--- src/rtl/pipeline_hazard_ctrl.sv ---
// pipeline_hazard_ctrl: turns stall/flush/branch-hazard requests into pipeline enables, bubbles and PC redirects
module pipeline_hazard_ctrl #(
    parameter int STALL_CYCLES = 1,
    parameter int FLUSH_DEPTH  = 1,
    parameter int BR_TIMEOUT   = 8,
    parameter int CNT_W        = 16
) (
    input  logic             clk_i,
    input  logic             rstn_i,
    input  logic             stall_i,
    input  logic             flush_i,
    input  logic             ctrl_hazard_i,
    input  logic             br_resolved_i,
    input  logic             br_taken_i,
    output logic             pc_en_o,
    output logic             pc_redirect_o,
    output logic             if_id_en_o,
    output logic             if_id_flush_o,
    output logic             id_ex_flush_o,
    output logic             busy_o,
    output logic             hazard_err_o,
    output logic [CNT_W-1:0] stall_cnt_o,
    output logic [CNT_W-1:0] flush_cnt_o
);
    localparam int MAXC = STALL_CYCLES > FLUSH_DEPTH ? STALL_CYCLES : FLUSH_DEPTH;
    localparam int CW = $clog2(MAXC + 1);
    localparam int TW = $clog2(BR_TIMEOUT + 1);
    typedef enum logic [1:0] {RUN, FLUSH, STALL, BR_WAIT} stateT;
    stateT state, nextState;
    logic [CW-1:0] cnt, nextCnt;
    logic [TW-1:0] tmo, nextTmo;
    logic doFlush, doHold, drain, setErr;
    always_comb begin
        doFlush = 1'b0;
        doHold = 1'b0;
        drain = 1'b0;
        setErr = 1'b0;
        nextState = state;
        nextCnt = cnt;
        nextTmo = tmo;
        case (state)
            RUN: begin
                if (flush_i || (ctrl_hazard_i && br_resolved_i && br_taken_i)) doFlush = 1'b1;
                else if (ctrl_hazard_i && !br_resolved_i) begin
                    doHold = 1'b1;
                    nextState = BR_WAIT;
                    nextTmo = TW'(BR_TIMEOUT - 1);
                end else if (stall_i && !ctrl_hazard_i) begin
                    doHold = 1'b1;
                    nextState = STALL_CYCLES > 1 ? STALL : RUN;
                    nextCnt = CW'(STALL_CYCLES - 1);
                end
            end
            FLUSH: begin
                if (flush_i) doFlush = 1'b1;
                else begin
                    drain = 1'b1;
                    nextState = cnt == CW'(1) ? RUN : FLUSH;
                    nextCnt = cnt - 1'b1;
                end
            end
            STALL: begin
                if (flush_i) doFlush = 1'b1;
                else begin
                    doHold = 1'b1;
                    nextState = cnt == CW'(1) ? RUN : STALL;
                    nextCnt = cnt - 1'b1;
                end
            end
            default: begin
                if (flush_i || (br_resolved_i && br_taken_i)) doFlush = 1'b1;
                else if (br_resolved_i) nextState = RUN;
                else if (tmo == '0) begin
                    setErr = 1'b1;
                    nextState = RUN;
                end else begin
                    doHold = 1'b1;
                    nextTmo = tmo - 1'b1;
                end
            end
        endcase
        if (doFlush) begin
            nextState = FLUSH_DEPTH > 1 ? FLUSH : RUN;
            nextCnt = CW'(FLUSH_DEPTH - 1);
        end
    end
    assign pc_en_o       = rstn_i && !doHold;
    assign pc_redirect_o = rstn_i && doFlush;
    assign if_id_en_o    = rstn_i && !doHold && !doFlush && !drain;
    assign if_id_flush_o = !rstn_i || doFlush || drain;
    assign id_ex_flush_o = !rstn_i || doFlush || drain || doHold;
    assign busy_o        = state != RUN;
    always_ff @(posedge clk_i) begin
        if (!rstn_i) begin
            state <= RUN;
            cnt <= '0;
            tmo <= '0;
            hazard_err_o <= 1'b0;
            stall_cnt_o <= '0;
            flush_cnt_o <= '0;
        end else begin
            state <= nextState;
            cnt <= nextCnt;
            tmo <= nextTmo;
            if (setErr) hazard_err_o <= 1'b1;
            if (doHold && !(&stall_cnt_o)) stall_cnt_o <= stall_cnt_o + 1'b1;
            if (doFlush && !(&flush_cnt_o)) flush_cnt_o <= flush_cnt_o + 1'b1;
        end
    end
endmodule

--- config.mk ---
export PLATFORM = sky130hd
export DESIGN_NAME = pipeline_hazard_ctrl
export DESIGN_NICKNAME = d
export VERILOG_FILES = /design/src/rtl/pipeline_hazard_ctrl.sv
export SDC_FILE = /design/constraint.sdc
export NUM_CORES = 1
export LEC_CHECK = 0
export BUFFER_PORTS_ARGS = -buffer_cell sky130_fd_sc_hd__buf_2
export CAP_MARGIN = 20
export CORE_MARGIN = 5
export CORE_UTILIZATION = 51
export CTS_BUF_LIST = sky130_fd_sc_hd__clkbuf_8
export CTS_CLUSTER_DIAMETER = 200
export DETAILED_ROUTE_END_ITERATION = 10
export PLACE_DENSITY = 0.82
export SYNTH_ARGS = -nofsm -noshare
export SYNTH_HDL_FRONTEND = slang
export SYNTH_SLANG_ARGS = --single-unit
export TNS_END_PERCENT = 5
--- constraint.sdc ---
create_clock -name clk_i -period 1.8 [get_ports clk_i]
set_input_delay 0.09 -clock clk_i [delete_from_list [all_inputs] [get_ports clk_i]]
set_output_delay 0.09 -clock clk_i [all_outputs]
set_load 0.02 [all_outputs]
==> metrics.md <==
| Metric | Value |
|---|---|
| Status | `finished, violations left` |
| Failing checks | `negative setup slack` |
| DR iter-0 viols | `71` |
| Total internal power | `1.302 mW` |
| Fin util | `between 70% and 80%` |
| Dpl cells | `393` |
| Fill cell count | `about 330` |
| Final count of negative-setup-slack endpoints | `27` |
| Worst clock skew | `slightly above 0.009 ns` |
| Die W | `76.47 um` |
| WL met1 | `roughly 2500 um` |
| CP max FO | `4` |
| Async S/R FF share, synth | `0%` |
| Vias in the first global route | `approximately 2300` |
| Root buffer selected by CTS | `clkbuf_8` |
| Initial antenna violation count | `0` |
| VDD IR-drop max | `approximately 0.38 mV` |
| Metal2 WL | `3189 um` |
| Relative slew slack | `76.21%` |
| Net load switching power | `490.1 uW` |
| Sequential share of the synthesized area | `35.54%` |
| Core Area | `4324 um^2` |
| Post-layout net count | `365` |
| Fraction of layout cells with a size suffix above 1 | `40.74%` |
| Final HPWL DP | `4421 um` |
| Final Hold Viols | `0` |
| Maximum clock insertion buffer count | `2` |
| Sum Neg Setup Slack | `-2.167 ns` |
| Arrival time at the worst endpoint | `1.93 ns` |
| Slew of the pin with the lowest slew margin | `roughly 0.35 ns` |
| Tot GR Track Use | `20.26%` |
| WL met3 | `284 um` |
| Die Ht | `between 70 and 80 um` |
| Max Slew Vio Count | `0` |
| Sw Ratio | `27.35%` |
| Largest net degree at the start of global routing | `29` |
| CP Class | `flop to output pin` |
| Setup crit start kind | `flop` |
| Cts bufs inserted | `5` |
| Routed wire length | `6118 um` |
| H-tree Lvls | `2` |
| Residual DRC | `0` |
| Antenna viol nets, final | `0` |
| First-pass detailed-route iteration total | `4` |
| Vias post-DR | `between 2000 and 2500` |
| Vias per inst | `5.908` |
| Leakage | `1.264 nW` |
| Critical Path End Type | `output pin` |
| Reg power frac | `between 50% and 60%` |
| Top sig layer | `met4` |
| Unrepaired setup endpoints after global routing | `yes` |
| Area of the die | `5848 um^2` |
| Top_reg_cell synth | `dfxtp_1` |
| Cells after Synth | `268` |
| Top-level I/O count | `46` |
| First-pass GRT wire length | `roughly 10000 um` |
| Clk slew on worst S/H paths | `0.07 ns` |
| Wire per inst | `approximately 15 um` |
| Pwr dens | `slightly below 600 nW/um^2` |
| Clock period minus worst slack | `2.022 ns` |
| Global placement routability congestion | `0.8661` |
| Post-Syn Area per Cell | `8.408 um^2` |
| Max_cap viols | `0` |
| Flops & latches, synth | `40` |
| Remaining Overflow, GRT | `0` |
| Post-synth EDFFs | `0` |
| Fmax | `slightly below 0.5 GHz` |
| Clk pwr share | `31.6%` |
| Mapped cell area | `2253 um^2` |
| Syn_nets | `282` |
| IO Port Bufs | `45` |
| Area Overhead vs Synth | `36.37%` |
| # clock sinks | `40` |
| CTS tree | `yes` |
| Worst Hold Class | `input port to flop` |
| Later-pin clock latency in the skew report | `between 0.2 and 0.3 ns` |
| Yosys cell types | `53` |
| Final Non-Filler Cells | `403` |
| Post-layout worst setup margin | `-0.2218 ns` |
| Floorplan row count | `24` |
| Diodes inserted | `0` |
| Period utilisation layout | `112.3%` |
| YS warnings | `0` |
| Combinational group share of total power | `17.6%` |
| Crit path required time | `1.71 ns` |
| Initial Utilization | `a little over half` |
per-stage QoR:
step	hold slack (ns)	worst slack (ns)	cell area [um^2]	power, mW
2_1_floorplan	0.2375	-0.008733	2288	1.095
3_3_place_gp	0.4571	-0.05736	2800	1.191
3_5_place_dp	0.4677	-0.1391	2800	1.200
4_1_cts	0.2124	-0.2530	2980	1.782
5_1_grt	0.2506	-0.2819	3073	1.885
6_report	0.2263	-0.2218	3073	1.792
final timing paths:
| path | start | endpoint | slack [ns] | cells after the start |
|---|---|---|---|---|
| worst max register to register | state[0]$_SDFFE_PP0P_ | stall_cnt_o[2]$_SDFFE_PN0P_ | -0.11 | 9 |
| worst min-delay path | flush_i | cnt$_SDFFE_PP0P_ | 0.23 | 3 |
| worst min register to register | hazard_err_o$_SDFFE_PN0P_ | hazard_err_o$_SDFFE_PN0P_ | 0.47 | 2 |
| worst max-delay path | state[0]$_SDFFE_PP0P_ | id_ex_flush_o | -0.22 | 7 |
power groups by stage:
stage | logic, mW | clock network (mW) | registers [mW]
6_report | 0.316 | 0.565 | 0.910
5_1_grt | 0.342 | 0.630 | 0.912
4_1_cts | 0.297 | 0.574 | 0.911
3_5_place_dp | 0.268 | 0 | 0.931
3_3_place_gp | 0.261 | 0 | 0.930
2_1_floorplan | 0.149 | 0 | 0.945
synthesized netlist by cell type (all sizes together), types with 3 or more instances:
master / instances / area share (%)
xnor2: 5 / 1.9
and3: 5 / 1.4
a21oi: 22 / 4.9
a221oi: 3 / 1.4
nand3: 15 / 3.3
ha: 7 / 3.9
nand3b: 3 / 1.0
nor3: 8 / 1.8
a311oi: 3 / 1.2
nor2: 15 / 2.5
o31ai: 7 / 2.3
nand2: 25 / 4.3
or4: 6 / 2.1
and4: 3 / 1.3
nand4: 7 / 1.9
a31oi: 3 / 0.83
nor3b: 3 / 1.2
or3: 8 / 2.4
inv: 16 / 2.7
nand2b: 9 / 2.5
o21ai: 7 / 1.6
clkbuf: 7 / 2.1
dfxtp: 40 / 36
mux2i: 9 / 4.0
a21o: 4 / 1.4
cells in the final DEF, fill, tap and decap left out, drive strengths merged, types with 3 or more instances in the layout:
master / count
or3: 8
mux2i: 9
a311oi: 3
buf: 85
inv: 17
nor3b: 3
xnor2: 5
nand2: 25
nand4: 7
a21oi: 22
nand3b: 3
a21o: 4
o21ai: 7
a31oi: 3
and3: 5
nor2: 15
nor3: 8
and4: 3
or4: 6
o31ai: 7
ha: 7
nand2b: 9
nand3: 15
dfxtp: 40
clkbuf: 5
a221oi: 3
registers in the layout, indices dropped and copies added, names as in the netlist:
name,flops
hazard_err_o,1
stall_cnt_o,16
flush_cnt_o,16
cnt,1
tmo,4
state,2
worst max-delay path, cell delays in order, from the launching register on:
cell	delay, ns
dfxtp_2	0.36
inv_2	0.06
ha_4	0.25
a21oi_4	0.15
o21bai_4	0.09
a221o_1	0.33
or2_4	0.24
buf_2	0.16
what timing repair did:
item | in CTS | in global routing
hold buffers | 0 | 0
gates resized for setup | 24 | 18
endpoints found under the setup margin | 37 | 42
setup buffers | 2 | 1
pin swaps | 8 | 4
hold endpoints to repair | 0 | 0
layer usage:
metal | GRT usage, % | vias to the layer above
met1 | 21.88 | 1141
met4 | 8.566 | 0
met2 | 36.90 | 70
met5 | 0 | -
met3 | 5.201 | 17
li1 | - | 1153
cell type report:
| class | count | area, um^2 | area share (%) |
|---|---|---|---|
| Inverter | 16 | 60.06 | 1.954 |
| Tap cell | 52 | 65.06 | 2.117 |
| Sequential cell | 40 | 812.0 | 26.43 |
| Multi-Input combinational cell | 203 | 1504 | 48.94 |
| Clock inverter | 2 | 8.758 | 0.2850 |
| Timing Repair Buffer | 85 | 554.3 | 18.04 |
| Clock buffer | 5 | 68.82 | 2.239 |
kinds of logic (layout without fill, tap and decap cells):
group | after synthesis | count (layout) | synth area share (%)
fa+ha+maj | 7 | 7 | 3.887
xor+xnor | 6 | 6 | 2.332
flops | 40 | 40 | 35.54
simple gates | 118 | 118 | 29.26
mux | 10 | 10 | 4.498
buf+inv | 25 | 108 | 5.164
compound gates | 62 | 62 | 19.32
Power figures use the tool's default switching activity.
